`config.mk`:
```
export PLATFORM = sky130hd
export DESIGN_NAME = pika_sound_player
export DESIGN_NICKNAME = d
export VERILOG_FILES = /design/src/rtl/pika_sound_player.sv
export SDC_FILE = /design/constraint.sdc
export NUM_CORES = 1
export LEC_CHECK = 0
export CORE_AREA = 2 2 95 97
export CTS_BUF_LIST = sky130_fd_sc_hd__clkbuf_4 sky130_fd_sc_hd__clkbuf_8
export DETAILED_ROUTE_END_ITERATION = 7
export DIE_AREA = 0 0 97 99
export GPL_TIMING_DRIVEN = 0
export PLACE_DENSITY = 0.64
export SETUP_SLACK_MARGIN = 0.02
export SYNTH_ARGS = -nofsm -noshare
export SYNTH_HDL_FRONTEND = slang
export SYNTH_SLANG_ARGS = --single-unit
```
`constraint.sdc`:
```
create_clock -name Clk -period 2.59 [get_ports Clk]
set_clock_uncertainty 0.2 [all_clocks]
set_input_delay 0.518 -clock Clk [delete_from_list [all_inputs] [get_ports Clk]]
set_output_delay 0.518 -clock Clk [all_outputs]
set_load 0.01 [all_outputs]
```
`src/rtl/pika_sound_player.sv`:
```
// rtl/pika_sound_player.sv - playback sequencer walking the pika_sound ROM at the sample rate
module pika_sound_player #(
  parameter int CLK_HZ    = 50000000,
  parameter int SAMPLE_HZ = 16000,
  parameter int DIV       = CLK_HZ / SAMPLE_HZ,
  parameter int LENGTH    = 11930
) (
  input  logic        Clk,
  input  logic        Reset,
  input  logic        play,
  input  logic        stop,
  output logic [16:0] pika_add,
  output logic        pika_enable,
  input  logic [16:0] pika_content,
  output logic [16:0] sample,
  output logic        sample_valid,
  input  logic        sample_ready,
  output logic        busy,
  output logic        done,
  output logic        underrun
);

  localparam int            CW         = (DIV > 1) ? $clog2(DIV) : 1;
  localparam logic [CW-1:0] LAST_COUNT = CW'(DIV - 1);
  localparam logic [16:0]   LAST_ADDR  = 17'(LENGTH - 1);

  typedef enum logic [2:0] {
    IDLE,
    FETCH,
    CAPTURE,
    HOLD,
    WAIT
  } state_t;

  state_t        state;
  state_t        next_state;
  logic [16:0]   addr;
  logic [CW-1:0] count;
  logic          tick;
  logic          start;
  logic          abort;

  assign tick  = (count == LAST_COUNT);
  // stop has priority over play, and only aborts an active playback
  assign abort = busy && stop;
  assign start = play && !stop;

  // state register
  always_ff @(posedge Clk) begin
    if (Reset) begin
      state <= IDLE;
    end else begin
      state <= next_state;
    end
  end

  // next-state logic and state-decoded ROM/codec outputs
  always_comb begin
    next_state   = state;
    busy         = (state != IDLE);
    pika_enable  = (state == FETCH);
    sample_valid = (state == HOLD);
    pika_add     = (state == IDLE) ? 17'd0 : addr;
    if (abort) begin
      next_state = IDLE;
    end else if (start) begin
      next_state = FETCH;
    end else begin
      case (state)
        FETCH:   next_state = CAPTURE;
        CAPTURE: next_state = HOLD;
        HOLD: begin
          if (sample_ready) begin
            next_state = (addr == LAST_ADDR) ? IDLE : WAIT;
          end
        end
        WAIT: begin
          if (tick) begin
            next_state = FETCH;
          end
        end
        default: next_state = state;
      endcase
    end
  end

  // address counter, sample-period divider, captured sample and status flags
  always_ff @(posedge Clk) begin
    if (Reset) begin
      addr     <= 17'd0;
      count    <= '0;
      sample   <= 17'd0;
      done     <= 1'b0;
      underrun <= 1'b0;
    end else begin
      done <= 1'b0;
      if (abort) begin
        addr   <= 17'd0;
        count  <= '0;
        sample <= 17'd0;
      end else if (start) begin
        addr     <= 17'd0;
        count    <= '0;
        sample   <= 17'd0;
        underrun <= 1'b0;
      end else if (busy) begin
        count <= tick ? '0 : count + CW'(1);
        case (state)
          CAPTURE: sample <= pika_content;
          HOLD: begin
            // a period boundary while the codec still owns the sample is lost
            if (tick) begin
              underrun <= 1'b1;
            end
            if (sample_ready) begin
              if (addr == LAST_ADDR) begin
                done   <= 1'b1;
                addr   <= 17'd0;
                count  <= '0;
                sample <= 17'd0;
              end else begin
                addr <= addr + 17'd1;
              end
            end
          end
          default: ;
        endcase
      end
    end
  end

endmodule

```
==> summary.md, run 1 <==
| Metric | Value |
|---|---|
| Crit-path max cell delay | 370 ps |
| Final Setup Violations | 0 |
| CP Class | reg -> out |
| Fmax | 403 MHz |
| Area Growth Syn to Fin | 34.4% |
| FF-to-FF path depth | 5 |
| Worst-path fanout max | 10 |
| Via-to-Cell Ratio | around 5.2 |
| Iter 0 DRT Violations | 73 |
| Synth unique cells | 50 |
| Asr flop ratio synth | 0 |
| Antenna Violating Nets Remaining | 0 |
| Reg2reg end | addr[3]$_SDFFE_PP0P_ |
| Unrepaired setup endpoints after global routing | false |
| Hold Path Class | reg -> reg |
| Worst slew pin tran | about 530 ps |
| CTS Buffer Depth | 2 |
| Routed wire length | 6.77 mm |
| First-pass GRT wire length | around 11 mm |
| Pre-CTS WS | -520 ps |
| CP Data Required Time | 1870 ps |
| Chip Height | slightly below 100 µm |
| Mapped Cells | between 300 and 400 |
| Outcome | complete, no violations |
| Sequential share of the synthesized area | 0.395 |
| Total gr overflow | 0 |
| CP Cell Sequence | buf_6 > nor3_4 > inv_4 > buf_4 > and2_1 > dlygate4sd2_1 |
| Antenna violations before repair | 0 |
| Worst setup EP type | output pin |
| M1 WL | about 3.2 mm |
| Top FF cell, synth | dfxtp_1 |
| CP Capture Point | pika_add[16] |
| LEAKAGE | about 1.2 nW |
| Share of layout cells above drive strength 1 | 0.0919 |
| EDFF count, synth | 0 |
| Overall Power | between 1.5 and 2 mW |
| Share of the synthesized area in the top cell type | 0.395 |
| Critical Path Stages | 6 |
| Starting Density | 0.302 |
| CTS root buffer | clkbuf_8 |
| IO buf count | 60 |
| Power Density | about 430 mW/mm² |
| Final worst slack | around 110 ps |
| Largest net degree at the start of global routing | 17 |
| Register clock-pin slew on the reported worst setup and hold paths | roughly 100 ps |
| R2R Path Start | addr[4]$_SDFFE_PP0P_ |
| Maximum capacitance violations | 0 |
| Met2 Routed Length | around 3.1 mm |
| Fin cells | just under 500 |
| Via count | 2542 |
| Number of diodes | 0 |
| I/O pins | 61 |
| Main area contributors after synthesis | dfxtp_1, a21oi_1, o211ai_1 |
| Drt wl/cell | around 14 µm |
| Die W | 97 µm |
| CP Launch Point | state[1]$_SDFFE_PP0P_ |
| #FFs+latches synth | 51 |
| Worst EP arrival | roughly 1800 ps |
| Fin Hold WS | 306 ps |
| Final GP Congestion | between 0.8 and 0.9 |
| CTS tree | built |
| Nets | 406 |
| DRC viols | 0 |
| WL met3 | 396 µm |
| Max stage delay cell, worst path | dfxtp_4 |
| Synthesized net count | around 340 |
| Final Cycle Share | 0.958 |
| Maximum VDD drop | 0.000190 V |
| Synth warnings | 0 |
| Row cnt | 34 |
| Tmin final | 2480 ps |
| Top Layer Used | met4 |
| Latest clock arrival within the worst-skew pair | roughly 310 ps |
| Num CTS Buffers | 5 |
| Post-Syn Area | roughly 0.0026 mm² |
| Via count of the first global-routing pass | between 2000 and 2500 |
| Die ar. | approximately 0.0096 mm² |
| DRT Pass-1 Iters | 4 |
| CTS sink cnt | between 50 and 60 |
| Flop2flop setup slack | between 200 and 300 ps |
| Final Hold Violating Endpoints | 0 |
| Core Footprint | about 0.0086 mm² |
| Crit-path leading delay family | buffers and inverters |
| Max Slew Vio Count | 0 |
| Hpwl dp | around 4.8 mm |
| Post-synth top area cell | dfxtp_1 |
| GRT Overall Usage | 0.140 |
| Post-Syn Area per Cell | between 8 and 9 µm² |
| Slew headroom | 0.649 |
| CP startpoint kind | flop |
| WP buf/inv | 4 |
| # fillers | 877 |
| Util after Layout | 0.406 |
| CTS H-tree depth | 2 |
| Placed cells | between 400 and 500 |
## metrics by stage
stage	instance area, µm²	setup TNS, ps
global placement	3320	-5330
floorplan	2580	0
detailed placement	3320	-5970
global route	3470	0
finish	3470	0
CTS	3420	0
## state kept, by name, summed over array words and instances, names as in the netlist
name,cells
count,12
sample,17
state,3
addr,17
done,1
underrun,1
## cells in the final DEF (no fill, tap or decap), drive strengths merged, types with 3 or more instances in the layout
master         instances
xnor2                  6
a21oi                 32
and2                  14
xor2                   9
ha                     4
clkbuf                12
o21ai                 10
and3                   5
a22oi                  3
inv                   10
o31ai                  6
nand2                 31
or4                    5
buf                   15
nor3                   8
dlygate4sd2           15
nand3                  7
nor2                  20
or3                    7
clkdlybuf4s50         43
nor4b                  4
o211ai                19
nand4                 10
dfxtp                 51
and4                   3
## what timing repair did
action / CTS / global route
buffers inserted: 1 / 4
pin swaps: 1 / 1
gates resized for setup: 23 / 9
endpoints found under the setup margin: 20 / 12
hold buffers: 0 / 0
cloned: 0 / 0
## tightest hold or removal path, delay by kind of cell (launching register included)
kind / cells / cell delay (ps)
AOI/OAI and AO/OA: 2 / 130
DFF: 1 / 340
## synth_stat cells (2+ instances only)
| cell type | number |
|---|---|
| clkbuf_1 | 8 |
| nor2_1 | 20 |
| or4_1 | 5 |
| and3b_1 | 2 |
| and2_1 | 14 |
| nor2b_1 | 2 |
| or3_1 | 7 |
| nand2_1 | 31 |
| nand3_1 | 6 |
| buf_4 | 3 |
| xnor2_1 | 6 |
| dfxtp_1 | 51 |
| a22oi_1 | 3 |
| o21ai_0 | 8 |
| xor2_1 | 9 |
| buf_2 | 7 |
| o31ai_1 | 6 |
| nand4_1 | 10 |
| and4_1 | 3 |
| inv_1 | 9 |
| ha_1 | 4 |
| a211oi_1 | 2 |
| o211ai_1 | 19 |
| nor3_1 | 7 |
| nand2b_1 | 2 |
| a21oi_1 | 32 |
| nor4b_1 | 4 |
| or2_1 | 2 |
| a31oi_1 | 2 |
| and3_1 | 5 |
## kinds of logic (layout without fill, tap and decap cells)
group	Yosys count	after routing	synth area share
buffers and inverters	28	100	0.0484
AOI/OAI and AO/OA	81	81	0.198
adders and majority gates	4	4	0.0194
DFF	51	51	0.395
xor gates and xnor gates	15	15	0.0508
and+or+nand+nor	130	130	0.289
## area by class of cell
cell class / count / area (µm²) / area share
Multi-Input combinational cell: 230 / 1460 / 0.419
Clock inverter: 3 / 20.0 / 0.00576
Timing Repair Buffer: 65 / 628 / 0.181
Clock buffer: 5 / 68.8 / 0.0198
Tap cell: 108 / 135 / 0.0389
Inverter: 10 / 40.0 / 0.0115
Buffer: 17 / 100 / 0.0288
Sequential cell: 51 / 1020 / 0.295
## power breakdown
| group | switching [mW] | total, mW | leakage, nW | internal, mW |
|---|---|---|---|---|
| Sequential | 0.00653 | 0.799 | 0.412 | 0.792 |
| Clock | 0.285 | 0.473 | 0.0402 | 0.189 |
| Combinational | 0.125 | 0.235 | 0.775 | 0.110 |
## worst min-delay path by stage
stage,to,start,depth (start not counted)
2_1_floorplan,addr[13]$_SDFFE_PP0P_,addr[13]$_SDFFE_PP0P_,2
3_3_place_gp,count[11]$_SDFFE_PP0N_,count[11]$_SDFFE_PP0N_,2
3_5_place_dp,addr[13]$_SDFFE_PP0P_,addr[13]$_SDFFE_PP0P_,2
4_1_cts,addr[13]$_SDFFE_PP0P_,addr[13]$_SDFFE_PP0P_,2
5_1_grt,count[11]$_SDFFE_PP0N_,count[11]$_SDFFE_PP0N_,2
6_report,addr[13]$_SDFFE_PP0P_,addr[13]$_SDFFE_PP0P_,2
## routing by layer
layer	track usage	vias to the layer above
li1	-	1266
met1	0.198	1186
met2	0.211	82
met3	0.0362	8
met4	0.0390	0
met5	0	-
Note: power is estimated with default switching activity, not from simulation.
==> run 2, diff against run 1 <==
--- a/config.mk
+++ b/config.mk
@@ -10,7 +10,6 @@
 export DETAILED_ROUTE_END_ITERATION = 7
 export DIE_AREA = 0 0 97 99
 export GPL_TIMING_DRIVEN = 0
-export PLACE_DENSITY = 0.64
 export SETUP_SLACK_MARGIN = 0.02
 export SYNTH_ARGS = -nofsm -noshare
 export SYNTH_HDL_FRONTEND = slang
==> run 2 against run 1 <==
  * Die area stayed put
  * Sequential share of layout area stayed put
  * Design area stayed put
  * Combinational power hardly changed
  * Register-to-register slack better by 40 ps
  * Sequential cell count stayed put
  * Critical endpoint is now pika_add[8]
==> summary.md, run 2 (synthesis gave the netlist of run 1 again) <==
| Metric | Value |
|---|---|
| LEAKAGE | around 1.3 nW |
| Outcome | complete, no violations |
| CTS sink cnt | just over 50 |
| Comb pwr share | 0.156 |
| Unrepaired setup endpoints after global routing | true |
| Largest net degree at the start of global routing | 15 |
| Clock share of power | 0.316 |
| FF-to-FF path depth | 5 |
| CTS Buffer Depth | 2 |
| Routed wire length | 7.02 mm |
| Fin Hold WS | slightly above 300 ps |
| Number of diodes | 0 |
| Tmin final | ~2500 ps |
| Finished Cell Area | 0.00347 mm² |
| Max Slew Vio Count | 0 |
| Via count of the first global-routing pass | 2392 |
| Switching portion of total power | 0.264 |
| Drt wl/cell | about 14 µm |
| Psw | about 400 µW |
| Antenna violations before repair | 0 |
| Hpwl dp | between 4 and 5 mm |
| Core Footprint | between 0.008 and 0.009 mm² |
| CP Class | reg -> out |
| Register clock-pin slew on the reported worst setup and hold paths | about 90 ps |
| Share of layout cells above drive strength 1 | 0.0916 |
| Maximum VDD drop | around 0.00015 V |
| I/O pins | 61 |
| Final Setup Violations | 0 |
| Row cnt | 34 |
| CTS tree | built |
| Latest clock arrival within the worst-skew pair | between 300 and 400 ps |
| Worst-path fanout max | 10 |
| DRT Pass-1 Iters | 4 |
| Sequential power share | 0.528 |
| Largest regs | addr (17), sample (17), count (12) |
| Post-CTS Hold Fix Bufs | 0 |
| Placed cell areas | between 0.003 and 0.004 mm² |
| IO buf count | 60 |
| Final Hold Violating Endpoints | 0 |
| Die ar. | between 0.009 and 0.01 mm² |
| CTS root buffer | clkbuf_8 |
| Area Growth Syn to Fin | 34.4% |
| Worst slew pin tran | 514 ps |
| Commonest cells after routing, fill and taps aside | dfxtp_1, clkdlybuf4s50_1, a21oi_1, nand2_1, nor2_1 |
| Nets | roughly 400 |
| Via count | approximately 2500 |
| CTS H-tree depth | 2 |
| Via-to-Cell Ratio | between 5 and 6 |
| # fillers | ~910 |
| Total gr overflow | 0 |
| Fmax | 403 MHz |
| Hold Path Cell Cnt | 2 |
| GRT Overall Usage | 0.147 |
| Maximum capacitance violations | 0 |
| Iter 0 DRT Violations | 85 |
| Worst EP arrival | around 1800 ps |
| Power Density | between 400 and 500 mW/mm² |
| Antenna Violating Nets Remaining | 0 |
| Final Cycle Share | 0.958 |
| Chip Height | roughly 99 µm |
| CP Data Required Time | about 1900 ps |
| Num CTS Buffers | 5 |
| Most common cell after layout, fill and taps aside | dfxtp_1 |
| First-pass GRT wire length | 11.8 mm |
| CP startpoint kind | flop |
| Slew headroom | 0.658 |
| DRC viols | 0 |
| Worst setup EP type | output pin |
| Die W | ~97 µm |
| Final GP Congestion | approximately 0.75 |
| Hold Path Class | reg -> reg |
| Starting Density | 0.302 |
| P_int | around 1.1 mW |
[run 2: cell count changes in the layout (fill, tap and decap cells not counted), sizes merged]
cell | before | now
buf | 15 | 16
clkbuf | 12 | 14
clkinvlp | 2 | 0
dlygate4sd2 | 15 | 14
dlymetal6s2s | 2 | 3
[run 2: timing repair]
| action | 4_1_cts | 5_1_grt |
|---|---|---|
| pin swaps | 1 | 1 |
| endpoints found under the setup margin | 20 | 13 |
| buffers inserted | 1 | 5 |
| resized for setup | 22 | 8 |
[run 2: routing by layer]
layer / track usage / up-vias / wire, µm / part of all wire
met4: 0.0509 / 0 / 110 / 0.016
li1: - / 1267 / - / -
met2: 0.235 / 74 / 3140 / 0.45
met1: 0.197 / 1163 / 3440 / 0.49
met3: 0.0340 / 10 / 332 / 0.047
met5: 0 / - / 0 / 0
[run 2: stage by stage]
stage                     instances  total power, mW  utilization  setup TNS, ps  setup WS (ps)
after floorplan                 309            0.931            -              0            338
after global placement          477             1.02        0.388          -5630           -494
after detailed placement        477             1.02        0.388          -6130           -539
after CTS                       485             1.51        0.400              0           23.3
after global routing            490             1.58        0.406              0          0.331
final                           490             1.51        0.406              0            108
[run 2: critical path: stages (launching register included)]
cell and delay (ps):
dfxtp_4 360, buf_6 140, nor3_4 270, inv_4 90, buf_6 150, and2_1 160
dlygate4sd2_1 280
[run 2: path summary, 6_finish.rpt]
path,slack [ps],end,startpoint
min reg2reg,310,addr[13]$_SDFFE_PP0P_,addr[13]$_SDFFE_PP0P_
max,110,pika_add[8],state[1]$_SDFFE_PP0P_
max reg2reg,310,addr[8]$_SDFFE_PP0P_,addr[4]$_SDFFE_PP0P_
min,310,addr[13]$_SDFFE_PP0P_,addr[13]$_SDFFE_PP0P_
[run 2: cell type report]
type	instances	area (µm²)	share of cell area
repair buffers	66	639	0.184
clock buffers	7	83.8	0.0241
plain buffers	17	100	0.0288
clock inverters	1	5.00	0.00144
multi-input cells	230	1450	0.416
flip-flops and latches	51	1020	0.295
well taps	108	135	0.0389
inverters	10	40.0	0.0115
[run 2: power by group through the flow]
stage / clock [mW] / sequential [mW] / combinational, mW
after floorplan: 0 / 0.818 / 0.113
after global placement: 0 / 0.817 / 0.202
after detailed placement: 0 / 0.817 / 0.203
after CTS: 0.497 / 0.799 / 0.218
after global routing: 0.516 / 0.800 / 0.260
final: 0.477 / 0.798 / 0.236
